==> src/rtl/irq_pending_latch.sv <==
// Request synchronizer, sticky pending latch and valid/ready dispatch stage
// wrapped around an external 8-to-3 priority encoder.
module irq_pending_latch #(
    parameter int SYNC_STAGES = 2,
    parameter int EDGE_MODE   = 1
) (
    input  logic       clk,
    input  logic       rst_n,
    input  logic [7:0] req_in,
    input  logic [7:0] mask,
    output logic [7:0] pend_vec,
    input  logic [2:0] enc_idx,
    input  logic       enc_valid,
    output logic       irq_valid,
    input  logic       irq_ready,
    output logic [2:0] irq_id,
    input  logic       eoi,
    output logic       in_service,
    output logic [7:0] ovf,
    input  logic [7:0] ovf_clr
);

    typedef enum logic [1:0] {
        IDLE    = 2'd0,
        OFFER   = 2'd1,
        SERVICE = 2'd2
    } state_t;

    state_t     state_q;
    logic       irq_valid_q;
    logic [2:0] irq_id_q;
    logic       in_service_q;

    logic [7:0] sync_q [SYNC_STAGES];
    logic [7:0] sync_d [SYNC_STAGES];
    logic [7:0] hist_q, hist_d;
    logic [7:0] pending_q, pending_d;
    logic [7:0] ovf_q, ovf_d;

    logic [7:0] sync_out;
    logic [7:0] set_vec;
    logic [7:0] clr_vec;
    logic [7:0] ovf_set;
    logic       accept;

    always_comb begin
        sync_d[0] = req_in;
        for (int i = 1; i < SYNC_STAGES; i++) begin
            sync_d[i] = sync_q[i-1];
        end
    end

    assign sync_out = sync_q[SYNC_STAGES-1];
    assign hist_d   = sync_out;
    assign accept   = (state_q == OFFER) && irq_ready;

    always_comb begin
        if (EDGE_MODE != 0) begin
            set_vec = sync_out & ~hist_q;
        end else begin
            set_vec = sync_out;
        end
    end

    always_comb begin
        clr_vec = 8'h00;
        if (accept) begin
            clr_vec = 8'h01 << irq_id_q;
        end
    end

    // A new request on the bit being accepted re-arms it instead of flagging overrun.
    always_comb begin
        pending_d = (pending_q & ~clr_vec) | set_vec;
        ovf_set   = 8'h00;
        if (EDGE_MODE != 0) begin
            ovf_set = set_vec & pending_q & ~clr_vec;
        end
        ovf_d = (ovf_q & ~ovf_clr) | ovf_set;
    end

    always_ff @(posedge clk or negedge rst_n) begin
        if (!rst_n) begin
            for (int i = 0; i < SYNC_STAGES; i++) begin
                sync_q[i] <= 8'h00;
            end
            hist_q    <= 8'h00;
            pending_q <= 8'h00;
            ovf_q     <= 8'h00;
        end else begin
            for (int i = 0; i < SYNC_STAGES; i++) begin
                sync_q[i] <= sync_d[i];
            end
            hist_q    <= hist_d;
            pending_q <= pending_d;
            ovf_q     <= ovf_d;
        end
    end

    // Encoder result is only looked at in IDLE; the offered index is frozen until accepted.
    always_ff @(posedge clk or negedge rst_n) begin
        if (!rst_n) begin
            state_q      <= IDLE;
            irq_valid_q  <= 1'b0;
            irq_id_q     <= 3'd0;
            in_service_q <= 1'b0;
        end else begin
            case (state_q)
                IDLE: begin
                    if (enc_valid) begin
                        irq_id_q    <= enc_idx;
                        irq_valid_q <= 1'b1;
                        state_q     <= OFFER;
                    end
                end
                OFFER: begin
                    if (irq_ready) begin
                        irq_valid_q  <= 1'b0;
                        in_service_q <= 1'b1;
                        state_q      <= SERVICE;
                    end
                end
                SERVICE: begin
                    if (eoi) begin
                        in_service_q <= 1'b0;
                        state_q      <= IDLE;
                    end
                end
                default: begin
                    irq_valid_q  <= 1'b0;
                    in_service_q <= 1'b0;
                    state_q      <= IDLE;
                end
            endcase
        end
    end

    assign pend_vec   = pending_q & ~mask;
    assign irq_valid  = irq_valid_q;
    assign irq_id     = irq_id_q;
    assign in_service = in_service_q;
    assign ovf        = ovf_q;

endmodule
==> config.mk <==
export PLATFORM = sky130hd
export DESIGN_NAME = irq_pending_latch
export DESIGN_NICKNAME = d
export VERILOG_FILES = /design/src/rtl/irq_pending_latch.sv
export SDC_FILE = /design/constraint.sdc
export NUM_CORES = 1
export LEC_CHECK = 0
export ABC_AREA = 1
export CORE_MARGIN = 8
export CORE_UTILIZATION = 55
export CTS_CLUSTER_SIZE = 14
export DETAILED_ROUTE_END_ITERATION = 10
export DONT_BUFFER_PORTS = 1
export GPL_TIMING_DRIVEN = 1
export HOLD_SLACK_MARGIN = 0.15
export PLACE_DENSITY = 0.81
export SYNTH_ARGS = -nofsm -noshare
export SYNTH_HDL_FRONTEND = slang
export SYNTH_SLANG_ARGS = --single-unit
==> constraint.sdc <==
create_clock -name clk -period 2 [get_ports clk]
set_clock_uncertainty 0.2 [all_clocks]
set_input_delay 0.5 -clock clk [delete_from_list [all_inputs] [get_ports clk]]
set_output_delay 0.5 -clock clk [all_outputs]
set_load 0.05 [all_outputs]
# ---- Yosys cells after proc, flatten, opt, wreduce, memory -nomap -nowiden
# Index checks and enable logic that the tools add are counted.
dict set report totals {
  inputBits 32
  reg_bits 47
  elab_cells 46
  output_inout_bits 21
}
dict set report op_classes {
  eq_ne 5
  shifts 1
  bitwise 14
  n_mux 11
  n_reduce_logical 6
}
# operator count
set ops {}
lappend ops {{AND 8 bit} 6}
lappend ops {{NOT 8 bit} 4}
lappend ops {{OR 8 bit} 2}
lappend ops {{AND reduction 3 bit} 3}
lappend ops {{two-way mux 8 bit} 1}
lappend ops {{left shift 1 x 3 -> 8 bit, first input constant} 1}
lappend ops {{two-way mux 2 bit} 3}
lappend ops {{inequality test 2 bit, second input constant} 3}
lappend ops {{one-hot mux 1 bit (3 select lines)} 2}
lappend ops {{one-hot mux 2 bit (3 select lines)} 1}
lappend ops {{two-way mux 1 bit} 4}
lappend ops {{== test 2 x 1 -> 1 bit, second input constant} 1}
lappend ops {{== test 2 bit, second input constant} 1}
lappend ops {{zero test 2 bit} 1}
lappend ops {{NOT 1 bit} 2}
lappend ops {{AND reduction 2 bit} 1}
lappend ops {{logical AND 1 bit} 1}

# ---- Longest topological paths before layout
# Gate-level depths: netlist of run 1.
dict set report depth {
  depth_word 6
  mapped_depth 6
  ltp_nobuf 6
}

# ---- Worst setup path before layout of run 1
# OpenSTA, ideal clock, no wires.
dict set report synth_path {
  kind {in2out}
  startpoint {in mask[0]}
  endpoint {out pend_vec[0]}
  slack_ps 146
  required_ps 1300
  n_path_buf 0
  cell_stages 1
  arrival_ps 1154
  path_cell_list {nor2_1}
}
dict set report synth_via {
  elab_chain_len 2
}
# element line
set synth_lines {}
lappend synth_lines {{from (decl)} 10} ;# input logic [7:0] mask,
lappend synth_lines {{NOT 8 bit} 138} ;# assign pend_vec = pending_q & ~mask;
lappend synth_lines {{AND 8 bit} 138}
lappend synth_lines {{to (decl)} 11} ;# output logic [7:0] pend_vec,
# No other way between the ends.

==> results.sh, run 1 <==
export IMPL_status="finished, final reports clean"
export IMPL_finalCriticalPeriod_ns=1.920
export IMPL_ff_latch_area_um2=1176
export IMPL_min_from="sync_d[0]"
export IMPL_synth_seq_cells=47
export IMPL_ioPinCount=53
export IMPL_numCtsBuffers=5
export IMPL_area_delta_synth_final_pct=29.01
export IMPL_grt_setup_unrepaired="false"
export IMPL_hold_path_depth=0
export IMPL_multi_input_area_um2=449.2
export IMPL_io_buffer_count=0
export IMPL_yosysWarnings=0
export IMPL_num_nets_final=257
export IMPL_avgRoutedWirePerCell_um=13.86
export IMPL_synth_nets=213
export IMPL_reg2reg_slack_ns=0.08
export IMPL_initial_core_util=0.5769
export IMPL_crit_path_start_kind="register"
export IMPL_cts_sinks=47
export IMPL_slew_headroom=0.6093
export IMPL_synth_flop_cell="dfrtp_1"
export IMPL_ant_nets=0
export IMPL_hold_viol_final=0
export IMPL_cp_max_fo=5
export IMPL_die_area_um2=5235
export IMPL_rr_endpoint="irq_id[2]"
export IMPL_grt_ovfl_total=0
export IMPL_layout_setup_ws_ns=0.08026
export IMPL_wirelength_mm=3.741
export IMPL_final_max_slew_viol_count=0
export IMPL_required_ns=2.10
export IMPL_worstSkewPairLatency_ns=0.36
export IMPL_async_reset_ff_frac=1.000
export IMPL_grt_pass1_wl_mm=6.223
export IMPL_p_per_area_nw_per_um2=1249
export IMPL_fillCellCount=214
export IMPL_worstRegToRegCells=3
export IMPL_final_util=0.7442
export IMPL_place_ws_ns=0.4648
export IMPL_die_w_um=72.36
export IMPL_die_h_um=72.36
export IMPL_clkTransAtPathRegs_ns=0.13
export IMPL_worstHoldEndpoint="hist_d[0]"
export IMPL_r2r_start="irq_id[2]"
export IMPL_drtIter0Drc=34
export IMPL_diodes=0
export IMPL_timing_worst_setup_path_type="reg2reg"
export IMPL_synth_top_area_frac=0.6734
export IMPL_crit_path_end_kind="register"
export IMPL_placed_cell_area_um2=1869
export IMPL_synthCells=181
export IMPL_route_detailed_drc=0
export IMPL_dpl_hpwl_mm=2.467
export IMPL_finalInstanceArea_um2=2253
export IMPL_timing_final_crit_share=0.9599
export IMPL_core_um2=3028
export IMPL_synth_area_mux_share=0
export IMPL_synth_most_common_cell="nand2_1"
export IMPL_yosys_area_share_adder=0
export IMPL_cts_root_buffer="clkbuf_4"
export IMPL_fin_setup_tns_ns=0
export IMPL_max_cap_violations=0
export IMPL_synth_compound_area_frac=0.02364
export IMPL_antenna_found_initial=0
export IMPL_grt_max_degree=48
export IMPL_vdd_drop_max_v=0.0008829
export IMPL_critPathArrivalTime_ns=2.02
export IMPL_fmax_ghz=0.5209
export IMPL_rows=20
export IMPL_synth_area_top_cells="dfrtp_1, nand2_1, inv_1"
export IMPL_worst_pin_slew_ns=0.5860
export IMPL_synth_top_family_by_area="simple AND/OR/NAND/NOR gates"
export IMPL_vias=1254
export IMPL_setup_viol_count_final=0
export IMPL_ys_top_cells_by_count="nand2_1, dfrtp_1, inv_1"
export IMPL_via_per_inst=4.644
export IMPL_grtUsageTotal=0.1560
export IMPL_clk_path_buf_depth=2
export IMPL_finalWeightedCongestion=0.8285
export IMPL_avgSynthCellArea_um2=9.650
export IMPL_hold_path_class="reg2reg"
export IMPL_synthSimpleGateAreaFrac=0.2335
export IMPL_dr_pass1_iters=4
export IMPL_ys_seq_area_frac=0.6734
export IMPL_syn_area_um2=1747
export IMPL_ys_types=13
export IMPL_synth_xor_area_share=0
export IMPL_synth_edff_count=0
export IMPL_post_cts_setup_buffer_count=0
export IMPL_htree_levels=2
export IMPL_cts_tree="built"
export IMPL_yosys_area_top_type="dfrtp_1"
export IMPL_p_leak_uw=0.001228
export IMPL_grt_pass1_vias=1383
export IMPL_drive_above_1_share=0.1327
-- stage by stage --
step / hold slack, ns / instances / total power, uW
final: 0.1581 / 270 / 2816
after global routing: 0.1564 / 270 / 2953
after CTS: 0.1595 / 270 / 2818
after detailed placement: 0.005312 / 234 / 2115
after global placement: 0.005618 / 234 / 2076
after floorplan: 0.004409 / 181 / 1947
-- routing by layer --
| layer | wire [um] | track usage | share of wire |
|---|---|---|---|
| met5 | 0 | 0 | 0 |
| met4 | 95 | 0.08617 | 0.025 |
| met3 | 280 | 0.05647 | 0.075 |
| met2 | 1974 | 0.2718 | 0.53 |
| met1 | 1390 | 0.1575 | 0.37 |
-- sequential cells by signal, indices dropped and copies added, names as in the netlist --
name and count:
hist_d 8, hist_q 8, in_service 1, irq_id 3
irq_valid 1, ovf 8, pending_q 8, state_q 2
sync_d 8
-- layout make-up --
| type | instances | share of cell area |
|---|---|---|
| clock buffers | 6 | 0.02277 |
| multi-input cells | 103 | 0.1993 |
| clock inverters | 2 | 0.01555 |
| inverters | 31 | 0.05386 |
| repair buffers | 37 | 0.1621 |
| flip-flops and latches | 47 | 0.5219 |
| well taps | 44 | 0.02443 |
-- timing repair --
| item | 4_1_cts | 5_1_grt |
|---|---|---|
| hold buffers | 28 | 0 |
| endpoints found under the setup margin | 0 | 0 |
| endpoints found under the hold margin | 70 | 0 |
| gates resized for setup | 0 | 0 |
-- where the power goes --
part | switching, uW | leakage [uW] | total [uW] | internal (uW)
clock network | 290 | 0.0000482 | 586 | 295
logic | 433 | 0.000646 | 708 | 275
registers | 420 | 0.000533 | 1520 | 1100
-- worst max-delay path, stage by stage, from the launching register on --
cell,delay (ns)
dfrtp_1,0.73
inv_1,0.18
a21oi_1,0.18
dlygate4sd3_1,0.57
-- cells by family after synthesis --
group                  after synthesis
AO/OA/AOI/OAI                        7
buffers and inverters               31
flip-flops                          47
AND/OR/NAND/NOR                     96
-- worst max-delay path by stage --
stage / start / end / slack, ns
2_1_floorplan: mask[0] / pend_vec[0] / 0.15
3_3_place_gp: irq_id[2] / ovf[5] / 0.51
3_5_place_dp: irq_id[2] / ovf[6] / 0.46
4_1_cts: irq_id[2] / irq_id[2] / 0.13
5_1_grt: irq_id[2] / irq_id[2] / 0.03
6_report: irq_id[2] / irq_id[2] / 0.08
-- cells in the final DEF (no fill, tap or decap), drive strengths merged --
cell,netlist,final
a21o,1,1
a21oi,3,3
buf,0,10
bufinv,0,1
clkbuf,0,6
clkinv,0,1
dfrtp,47,47
dlygate4sd3,0,27
inv,31,31
nand2,66,66
nand3,4,4
nor2,26,26
o21ai,2,2
o31ai,1,1
Power figures use the tool's default switching activity.
==> run 2, diff against run 1 <==
- CTS_CLUSTER_SIZE: 14 -> unset
- clock period: 2 -> 2.2 ns (I/O delays scaled with it)
==> run 2 against run 1 <==
Sequential cell count did not move; sequential power fell by 9%; worst setup slack improved by 0.25 ns; sequential share of layout area rose by 2.3 points; count of clock-buffer cells in the layout rose by 2; critical path depth fell by 3; core utilization fell by 3.1 points; clock power fell by 26%; final cell count fell by 3.0%; wire length fell by 6.1%; largest cell class unchanged; largest power group unchanged.
==> results.sh, run 2 (same netlist as run 1, synthesis figures left out) <==
export IMPL_status="finished, final reports clean"
export IMPL_die_h_um=72.36
export IMPL_grt_ovfl_total=0
export IMPL_ioPinCount=53
export IMPL_fin_setup_tns_ns=0
export IMPL_hold_viol_final=0
export IMPL_rows=20
export IMPL_grt_max_degree=48
export IMPL_dr_pass1_iters=4
export IMPL_grt_pass1_vias=1288
export IMPL_die_w_um=72.36
export IMPL_initial_core_util=0.5769
export IMPL_timing_worst_setup_path_type="reg2out"
export IMPL_diodes=0
export IMPL_hold_path_depth=0
export IMPL_critPathArrivalTime_ns=1.12
export IMPL_crit_path_start_kind="register"
export IMPL_setup_viol_count_final=0
export IMPL_crit_path_end_kind="output port"
export IMPL_drtIter0Drc=58
export IMPL_fmax_ghz=0.5358
export IMPL_clk_path_buf_depth=2
export IMPL_die_area_um2=5235
export IMPL_cts_tree="built"
export IMPL_worstSkewPairLatency_ns=0.35
export IMPL_via_per_inst=4.672
export IMPL_mostFrequentLayoutCells="nand2_1, dfrtp_1, inv_1"
export IMPL_fin_hold_ws_ns=0.1580
export IMPL_num_nets_final=249
export IMPL_timing_final_crit_share=0.8483
export IMPL_final_max_slew_viol_count=0
export IMPL_finalCriticalPeriod_ns=1.866
export IMPL_htree_levels=2
export IMPL_dpl_hpwl_mm=2.472
export IMPL_area_delta_synth_final_pct=23.57
export IMPL_cts_root_buffer="clkbuf_4"
export IMPL_finalWeightedCongestion=0.8173
export IMPL_r2r_start="irq_id[2]"
export IMPL_grt_setup_unrepaired="false"
export IMPL_reg2reg_slack_ns=0.59
export IMPL_vdd_drop_max_v=0.0009504
export IMPL_grt_pass1_wl_mm=5.982
export IMPL_worstHoldEndpoint="hist_d[5]"
export IMPL_worstRegToRegCells=5
export IMPL_wirelength_mm=3.513
export IMPL_clkTransAtPathRegs_ns=0.12
export IMPL_io_buffer_count=0
export IMPL_rr_endpoint="ovf[6]"
export IMPL_drive_above_1_share=0.1284
export IMPL_ant_nets=0
export IMPL_p_leak_uw=0.001185
export IMPL_cp_max_fo=7
export IMPL_final_common_cell="nand2_1"
export IMPL_core_um2=3028
export IMPL_p_per_area_nw_per_um2=1102
export IMPL_required_ns=1.45
export IMPL_grtUsageTotal=0.1493
export IMPL_antenna_found_initial=0
export IMPL_cts_sinks=47
export IMPL_numCtsBuffers=5
export IMPL_worst_pin_slew_ns=0.6271
export IMPL_min_from="sync_d[5]"
export IMPL_avgRoutedWirePerCell_um=13.41
export IMPL_hold_path_class="reg2reg"
export IMPL_route_detailed_drc=0
export IMPL_vias=1224
export IMPL_max_cap_violations=0
export IMPL_slew_headroom=0.5819
run 2: area by class of cell:
cell class,count,area (um^2)
Sequential cell,47,1176
Clock buffer,8,68.82
Inverter,31,121.4
Tap cell,44,55.05
Multi-Input combinational cell,103,449.2
Timing Repair Buffer,29,287.8
Fill cell,205,869.6
run 2: stage by stage:
| step | setup WS (ns) | std cells | power, uW | utilization | cell area [um^2] |
|---|---|---|---|---|---|
| 2_1_floorplan | 0.2465 | 181 | 1770 | - | 1747 |
| 4_1_cts | 0.3027 | 262 | 2396 | 0.7128 | 2158 |
| 3_3_place_gp | 0.6105 | 233 | 1873 | 0.6149 | 1862 |
| 3_5_place_dp | 0.5886 | 233 | 1912 | 0.6149 | 1862 |
| 5_1_grt | 0.2679 | 262 | 2520 | 0.7128 | 2158 |
| 6_report | 0.3336 | 262 | 2378 | 0.7128 | 2158 |
run 2: per-layer routing:
layer / part of all wire / global-route usage / wire, um
met2: 0.53 / 0.2578 / 1853
met5: 0 / 0 / 0
met4: 0.019 / 0.07029 / 68
met1: 0.39 / 0.1602 / 1354
met3: 0.067 / 0.04959 / 236
run 2: power breakdown:
group / total [uW] / switching, uW / internal, uW / leakage (uW)
logic: 558 / 369 / 189 / 0.000613
clock network: 432 / 244 / 188 / 0.0000386
registers: 1390 / 386 / 1000 / 0.000533
total: 2380 / 998 / 1380 / 0.00119
run 2: worst register-to-register path, delay by kind of cell, from the launching register on:
family / cells / cell delay (ns)
flops: 1 / 0.76
simple gates: 4 / 0.35
buf+inv: 1 / 0.19
run 2: how the worst max path moves through the flow:
stage / endpoint / depth (start not counted) / startpoint
finish: irq_id[2] / 0 / irq_id[2]
global route: pend_vec[0] / 3 / pending_q[0]
CTS: irq_id[2] / 0 / irq_id[2]
detailed placement: pend_vec[6] / 2 / mask[6]
global placement: pend_vec[4] / 2 / mask[4]
floorplan: pend_vec[0] / 1 / mask[0]
run 2: repair_timing:
item,CTS,global route
endpoints found under the hold margin,66,0
resized for setup,0,0
setup buffers,0,0
hold buffers,21,0
setup endpoints to repair,0,0
==> run 3, diff against run 2 <==
- clock period: 2.2 -> 1.9 ns (I/O delays scaled with it)
==> run 3 against run 2 <==
Combinational power rose by 59%; largest cell class unchanged; highest routed layer unchanged; global-route usage rose by 1.2 points; sequential power rose by 9%.
==> results.sh, run 3 (same netlist as run 1, synthesis figures left out) <==
export IMPL_final_common_cell="nand2_1"
export IMPL_worst_pin_slew_ns=0.5183
export IMPL_cts_tree="built"
export IMPL_route_detailed_drc=0
export IMPL_fmax_ghz=0.5428
export IMPL_finalCriticalPeriod_ns=1.842
export IMPL_wirelength_mm=3.965
export IMPL_die_h_um=72.36
export IMPL_hold_viol_final=0
export IMPL_drtIter0Drc=78
export IMPL_hold_path_class="reg2reg"
export IMPL_critPathArrivalTime_ns=1.90
export IMPL_area_delta_synth_final_pct=31.59
export IMPL_initial_core_util=0.5769
export IMPL_cts_sinks=47
export IMPL_cp_slowest_stage_delay_ns=0.57
export IMPL_p_leak_uw=0.001253
export IMPL_crit_path_end_kind="register"
export IMPL_min_from="sync_d[2]"
export IMPL_rows=20
export IMPL_io_buffer_count=0
export IMPL_drive_above_1_share=0.1485
export IMPL_ant_nets=0
export IMPL_multi_input_area_um2=449.2
export IMPL_worstSkewPairLatency_ns=0.37
export IMPL_via_per_inst=4.817
export IMPL_required_ns=1.96
export IMPL_status="finished, final reports clean"
export IMPL_slew_headroom=0.6544
export IMPL_diodes=0
export IMPL_worstRegToRegCells=5
export IMPL_ioPinCount=53
export IMPL_rr_endpoint="irq_id[0]"
export IMPL_setup_viol_count_final=0
export IMPL_grt_ovfl_total=0
export IMPL_mostFrequentLayoutCells="nand2_1, dfrtp_1, inv_1"
export IMPL_cts_root_buffer="clkbuf_4"
export IMPL_grt_pass1_wl_mm=6.458
export IMPL_cp_max_fo=8
export IMPL_ff_latch_area_um2=1177
export IMPL_slowest_stage="dlygate4sd3_1"
export IMPL_die_area_um2=5235
export IMPL_cp_top_family="buffers and inverters"
export IMPL_placedCellCount=235
export IMPL_critical_path_buf_inv_count=2
export IMPL_avgRoutedWirePerCell_um=14.52
export IMPL_clkTransAtPathRegs_ns=0.14
export IMPL_total_power_uw=3129
export IMPL_timing_worst_setup_path_type="reg2reg"
export IMPL_r2r_start="state_q[0]"
export IMPL_grt_max_degree=48
export IMPL_fillCellCount=202
export IMPL_vdd_drop_max_v=0.001065
export IMPL_numCtsBuffers=5
export IMPL_final_max_slew_viol_count=0
export IMPL_hold_path_depth=0
export IMPL_reg2reg_slack_ns=0.06
export IMPL_path_cells="inv_1, nand3_4, nor2_1, a21oi_1, dlygate4sd3_1"
export IMPL_p_per_area_nw_per_um2=1361
export IMPL_timing_final_crit_share=0.9697
export IMPL_htree_levels=2
export IMPL_num_nets_final=260
export IMPL_worstHoldEndpoint="hist_d[2]"
export IMPL_clk_path_buf_depth=2
export IMPL_max_cap_violations=0
export IMPL_vias=1315
export IMPL_dr_pass1_iters=4
export IMPL_crit_path_start_kind="register"
export IMPL_grt_pass1_vias=1428
export IMPL_core_um2=3028
export IMPL_layout_cells_non_filler=273
export IMPL_dpl_hpwl_mm=2.469
export IMPL_die_w_um=72.36
export IMPL_antenna_found_initial=0
export IMPL_finalWeightedCongestion=0.8383
export IMPL_grtUsageTotal=0.1618
export IMPL_fin_setup_tns_ns=0
## run 3: changes by cell type in the layout (fill, tap and decap cells not counted)
cell and change:
dlymetal6s4s_1 +1, clkbuf_1 -1, dfrtp_2 +1, buf_4 +4
clkbuf_8 -2, bufinv_16 +2, dlygate4sd3_1 +6, dfrtp_1 -1
clkinvlp_4 +1
## run 3: worst max path at each step
stage / start / endpoint / slack (ns) / cells after the start
final: state_q[0] / irq_id[0] / 0.06 / 5
after global routing: state_q[0] / irq_id[0] / -0.002 / 5
after CTS: enc_valid / irq_id[0] / 0.04 / 5
after detailed placement: irq_id[1] / ovf[4] / 0.42 / 6
after global placement: irq_id[1] / ovf[4] / 0.45 / 6
after floorplan: mask[0] / pend_vec[0] / 0.1 / 1
## run 3: stage by stage
| stage | hold WS (ns) | utilization | setup slack (ns) | area, um^2 |
|---|---|---|---|---|
| detailed placement | -0.01958 | 0.6198 | 0.4164 | 1877 |
| CTS | 0.1551 | 0.7529 | 0.04189 | 2280 |
| floorplan | -0.02059 | - | 0.09646 | 1747 |
| global route | 0.1516 | 0.7591 | -0.001878 | 2298 |
| global placement | -0.01942 | 0.6198 | 0.4454 | 1877 |
| finish | 0.1587 | 0.7591 | 0.05763 | 2298 |
## run 3: worst reg2reg max path, cell delays in order, from the launching register on
cell and delay, ns:
dfrtp_1 0.48, inv_1 0.15, nand3_4 0.13, nor2_1 0.13, a21oi_1 0.07, dlygate4sd3_1 0.57
## run 3: metal layers
metal / part of all wire / track usage
met5: 0 / 0
met4: 0.032 / 0.09751
met3: 0.070 / 0.05647
met2: 0.55 / 0.2879
met1: 0.34 / 0.1565
## run 3: power by group
group | switching, uW | total, uW | internal (uW)
logic | 564 | 885 | 322
registers | 359 | 1520 | 1160
clock network | 312 | 721 | 409
total | 1230 | 3130 | 1900
## run 3: repair_timing
item	4_1_cts	5_1_grt
setup endpoints to repair	0	2
hold buffers	28	0
endpoints found under the hold margin	70	0
buffers inserted	0	2
resized for setup	0	2
## run 3: layout make-up
type                       count  share of cell area
clock buffer                   5             0.01633
clock inverter                 3             0.02940
inverter                      31             0.05280
multi-input combinational    103              0.1954
sequential                    47              0.5122
tap                           44             0.02395
timing repair buffer          40              0.1698
==> patch 1 (config.mk and constraints of run 2) <==
The parameter `EDGE_MODE` goes from 1 to 0.
--- a/src/rtl/irq_pending_latch.sv
+++ b/src/rtl/irq_pending_latch.sv
@@ -2,7 +2,7 @@
 // wrapped around an external 8-to-3 priority encoder.
 module irq_pending_latch #(
     parameter int SYNC_STAGES = 2,
-    parameter int EDGE_MODE   = 1
+    parameter int EDGE_MODE   = 0
 ) (
     input  logic       clk,
     input  logic       rst_n,
Function: changed (Yosys sat finds a counterexample within 10 cycles, from zero or initial values and one cycle with rst_n low).
==> patch 1 against run 2 <==
Clock power shrank 22%; setup slack better by 0.014 ns; register-to-register slack improved by 0.12 ns; core utilization down 0.50 points; sequential cell count is 8 lower; critical path type unchanged; wire length decreased by 23%; design area shrank 20%; synthesized cell count is 29% lower; synthesized area shrank 21%; non-clock buffer count fell by 2; largest power group unchanged; highest routed layer unchanged; total power is 26% lower; hold slack worse by 0.0058 ns; die area shrank 17%.
==> patch 1: results (changes against run 2) <==
Min-Delay Startpoint -> sync_d[3]$_DFF_PN0_ (was sync_d[5]$_DFF_PN0_)
HPWL Detailed -> 1960 um (was 2470 um)
Highest Signal Layer -> met4 (unchanged)
Final WL -> 2700 um (was 3510 um)
Maximum level of the CTS H-tree -> 2 (unchanged)
Worst-Margin Slew -> 0.647 ns (was 0.627 ns)
Top cells by area, synth -> dfrtp_1 (71%), inv_1 (7.1%), nor2_1 (5.7%) (was dfrtp_1 (67%), nand2_1 (13%), inv_1 (6.2%))
Nets -> 194 (was 249)
Count of input and output buffers -> 0 (unchanged)
Routability Congestion -> 0.755 (was 0.817)
Met3 WL -> 387 um (was 236 um)
Commonest cells post-synth -> dfrtp_1 (39), inv_1 (26), nor2_1 (21) (was nand2_1 (59), dfrtp_1 (47), inv_1 (29))
# diodes -> 0 (unchanged)
Met1 usage -> 14.3% (was 16.0%)
Vias -> 938 (was 1,224)
Num CTS Buffers -> 5 (unchanged)
DR WL met2 -> 1240 um (was 1850 um)
Grt met2 use -> 21.9% (was 25.8%)
Met3 usage -> 9.83% (was 4.96%)
Outcome -> finished clean (unchanged)
Post-Synthesis Net Count -> 160 (was 213)
Max Buffers Root-to-Sink -> 2 (unchanged)
Number of global-route vias before repair -> 1,047 (was 1,288)
Type of the worst setup path -> register to output port (unchanged)
Sequential share of the synthesized area -> 71.0% (was 67.3%)
Total track usage -> 13.9% (was 14.9%)
Clk root buf -> clkbuf_4 (unchanged)
Warnings, synthesis -> 0 (unchanged)
First-pass GRT wire length -> 4660 um (was 5980 um)
Post-DP Area -> 1470 um^2 (was 1860 um^2)
DRT met1 WL -> 1020 um (was 1350 um)
1st-pass router iterations -> 4 (unchanged)
Synth Flop Type -> dfrtp_1 (unchanged)
Setup Fix Bufs, Post-CTS -> 0 (unchanged)
RR Startpoint -> irq_id[1]$_DFFE_PN0P_ (was irq_id[2]$_DFFE_PN0P_)
Peak VDD IR -> 0.000652 V (was 0.000950 V)
Share of cells above drive strength 1 -> 12.3% (was 12.8%)
DRT iter0 DRCs -> 69 (was 58)
Async set-reset flop share out of synthesis -> 100% (unchanged)
Worst skew pair latency -> 0.33 ns (was 0.35 ns)
Leak -> 0.872 nW (was 1.19 nW)
Max-slew violations -> 0 (unchanged)
Largest net degree at the start of global routing -> 40 (was 48)
Register clock-pin slew on the reported worst setup and hold paths -> 0.11 ns
Worst Hold Class -> register to register (unchanged)
Arrival @ worst endpoint -> 1.10 ns (was 1.12 ns)
Worst Path Max Fanout -> 7 (unchanged)
patch 1: repair_timing:
| item | CTS | global route |
|---|---|---|
| endpoints found under the hold margin | 56 | 0 |
| hold buffers | 19 | 0 |
| gates resized for setup | 0 | 0 |
patch 1: where the power goes:
group	leakage (nW)	switching (W)	internal [W]
combinational	0.391	0.000227	0.000131
clock	0.0293	0.000211	0.000125
sequential	0.452	0.000255	0.000800
total	0.872	0.000692	0.00106
patch 1: kinds of logic (layout without fill, tap and decap cells):
family / after synthesis / in the layout / synth area share (%)
AOI/OAI and AO/OA: 13 / 13 / 5.37
buffers and inverters: 28 / 63 / 7.65
DFF: 39 / 39 / 71.0
and+or+nand+nor: 48 / 48 / 15.9
patch 1: cell type report:
cell class / count / area [um^2]
Fill cell: 172 / 711
Sequential cell: 39 / 976
Clock buffer: 7 / 45.0
Multi-Input combinational cell: 61 / 293
Inverter: 28 / 105
Timing Repair Buffer: 27 / 260
Tap cell: 30 / 37.5
Clock inverter: 1 / 5.00
patch 1: stage by stage:
stage	std cells	setup WS, ns
floorplan	128	0.246
global placement	166	0.618
detailed placement	166	0.595
CTS	193	0.348
global route	193	0.299
finish	193	0.348
patch 1: final timing paths:
check / end / slack (ns) / depth (start not counted)
setup / recovery: irq_id[1] / 0.35 / 0
hold reg to reg: hist_d[3]$_DFF_PN0_ / 0.15 / 0
max in group asynchronous: hist_d[6]$_DFF_PN0_ / 1.15 / 2
setup reg to reg: pending_q[4]$_DFF_PN0_ / 0.71 / 4
hold / removal: hist_d[3]$_DFF_PN0_ / 0.15 / 0
min in group asynchronous: irq_id[0]$_DFFE_PN0P_ / 0.47 / 2
==> patch 2 (flow settings as in run 2) <==
Without the edit above. The 3 states of `state_t` get a one-hot encoding in 3 bits.
--- a/src/rtl/irq_pending_latch.sv
+++ b/src/rtl/irq_pending_latch.sv
@@ -20,10 +20,10 @@
     input  logic [7:0] ovf_clr
 );
 
-    typedef enum logic [1:0] {
-        IDLE    = 2'd0,
-        OFFER   = 2'd1,
-        SERVICE = 2'd2
+    typedef enum logic [2:0] {
+        IDLE    = 3'b001,
+        OFFER   = 3'b010,
+        SERVICE = 3'b100
     } state_t;
 
     state_t     state_q;
Function: same outputs for any inputs over 10 cycles, from zero or initial values and one cycle with rst_n low; not proved beyond that.
==> patch 2 against run 2 <==
Wire length decreased by 1.6%; synthesized cell count increased by 1.1%; design area shrank 3.0%; largest cell class unchanged; sequential cell count increased by 1; synthesized area barely moved; hold slack improved by 0.0017 ns; setup slack better by 0.015 ns; total power down 11%; global-route usage fell by 0.58 points.
==> patch 2: results (changes against run 2) <==
Dpl cells -> 235 (was 233)
Post-Synthesis Net Count -> 215 (was 213)
Hold Path Cell Cnt -> 2 (was 0)
HPWL Detailed -> 2540 um (was 2470 um)
Slew HR -> 58.7% (was 58.2%)
Maximum level of the CTS H-tree -> 2 (unchanged)
RR Startpoint -> irq_id[0]$_DFFE_PN0P_ (was irq_id[2]$_DFFE_PN0P_)
Worst Hold Slack -> 0.160 ns (was 0.158 ns)
Synth Flop Type -> dfrtp_1 (unchanged)
Peak VDD IR -> 0.000522 V (was 0.000950 V)
Post-DP Area -> 1860 um^2 (about the same)
Total track usage -> 14.3% (was 14.9%)
Place WS -> 0.586 ns (was 0.589 ns)
Vias -> 1,254 (was 1,224)
Fillers -> 236 (was 205)
Nets -> 247 (was 249)
Largest net degree at the start of global routing -> 49 (was 48)
R2r endpoint -> ovf[5]$_DFF_PN0_ (was ovf[6]$_DFF_PN0_)
Leak -> 1.17 nW (was 1.19 nW)
Share of cells above drive strength 1 -> 8.37% (was 12.8%)
Arrival @ worst endpoint -> 1.10 ns (was 1.12 ns)
Number of global-route vias before repair -> 1,343 (was 1,288)
First-pass GRT wire length -> 5890 um (was 5980 um)
Routability Congestion -> 0.756 (was 0.817)
R2R Setup Slk -> 0.57 ns (was 0.59 ns)
Drt wl/cell -> 13.3 um (was 13.4 um)
# diodes -> 0 (unchanged)
Worst Hold Path EP -> irq_id[2]$_DFFE_PN0P_ (was hist_d[5]$_DFF_PN0_)
Syn Area/Cell -> 9.54 um^2 (was 9.65 um^2)
Synth cell types -> 11 (was 13)
Outcome -> finished clean (unchanged)
Vias/cell -> 4.84 (was 4.67)
Post-synthesis compound-gate area fraction -> 0.860% (was 2.36%)
DRT iter0 DRCs -> 61 (was 58)
Worst Path Max Fanout -> 6 (was 7)
Commonest cells post-synth -> nand2_1 (58), dfrtp_1 (47), inv_1 (32) (was nand2_1 (59), dfrtp_1 (47), inv_1 (29))
Setup ws final -> 0.348 ns (was 0.334 ns)
Min-Delay Startpoint -> enc_idx[2] (was sync_d[5]$_DFF_PN0_)
Worst Hold Class -> primary input to register (was register to register)
Top cells by area, synth -> dfrtp_1 (67%), nand2_1 (12%), inv_1 (6.9%) (was dfrtp_1 (67%), nand2_1 (13%), inv_1 (6.2%))
-- patch 2: cell types whose count changed in the layout (fill, tap and decap cells not counted), moves of 3 or more --
cell | before | now
nand3_1 | 2 | 13
nand2_2 | 7 | 0
dlygate4sd3_1 | 20 | 16
inv_1 | 29 | 32
-- patch 2: logic make-up after synthesis --
logic type	Yosys count
buffers and inverters	33
AOI/OAI and AO/OA	3
DFF	48
and+or+nand+nor	99
-- patch 2: what timing repair did --
item / 4_1_cts / 5_1_grt
buffers inserted: 0 / 0
hold buffers: 17 / 0
setup endpoints to repair: 0 / 0
hold endpoints to repair: 63 / 0
-- patch 2: per-layer routing --
metal / wire length [um] / vias up / part of all wire [%] / global-route usage [%]
met3: 292 / 14 / 8.4 / 5.92
met4: 145 / 0 / 4.2 / 7.94
met1: 1270 / 584 / 37 / 14.2
li1: - / 607 / - / -
met5: 0 / - / 0 / 0
met2: 1750 / 49 / 51 / 24.8
-- patch 2: area by class of cell --
| class | count | area, um^2 | share of cell area [%] |
|---|---|---|---|
| timing repair buffer | 25 | 248 | 11.8 |
| clock buffer | 6 | 41.3 | 1.97 |
| sequential | 48 | 1200 | 57.4 |
| multi-input combinational | 102 | 419 | 20.0 |
| tap | 44 | 55.1 | 2.63 |
| inverter | 33 | 124 | 5.91 |
| clock inverter | 1 | 5.00 | 0.239 |
-- patch 2: power by group --
part           internal, W  switching (W)  total, W
Sequential         0.00100       0.000320   0.00132
Clock             0.000118       0.000237  0.000355
Combinational     0.000141       0.000289  0.000431
Total              0.00126       0.000846   0.00211
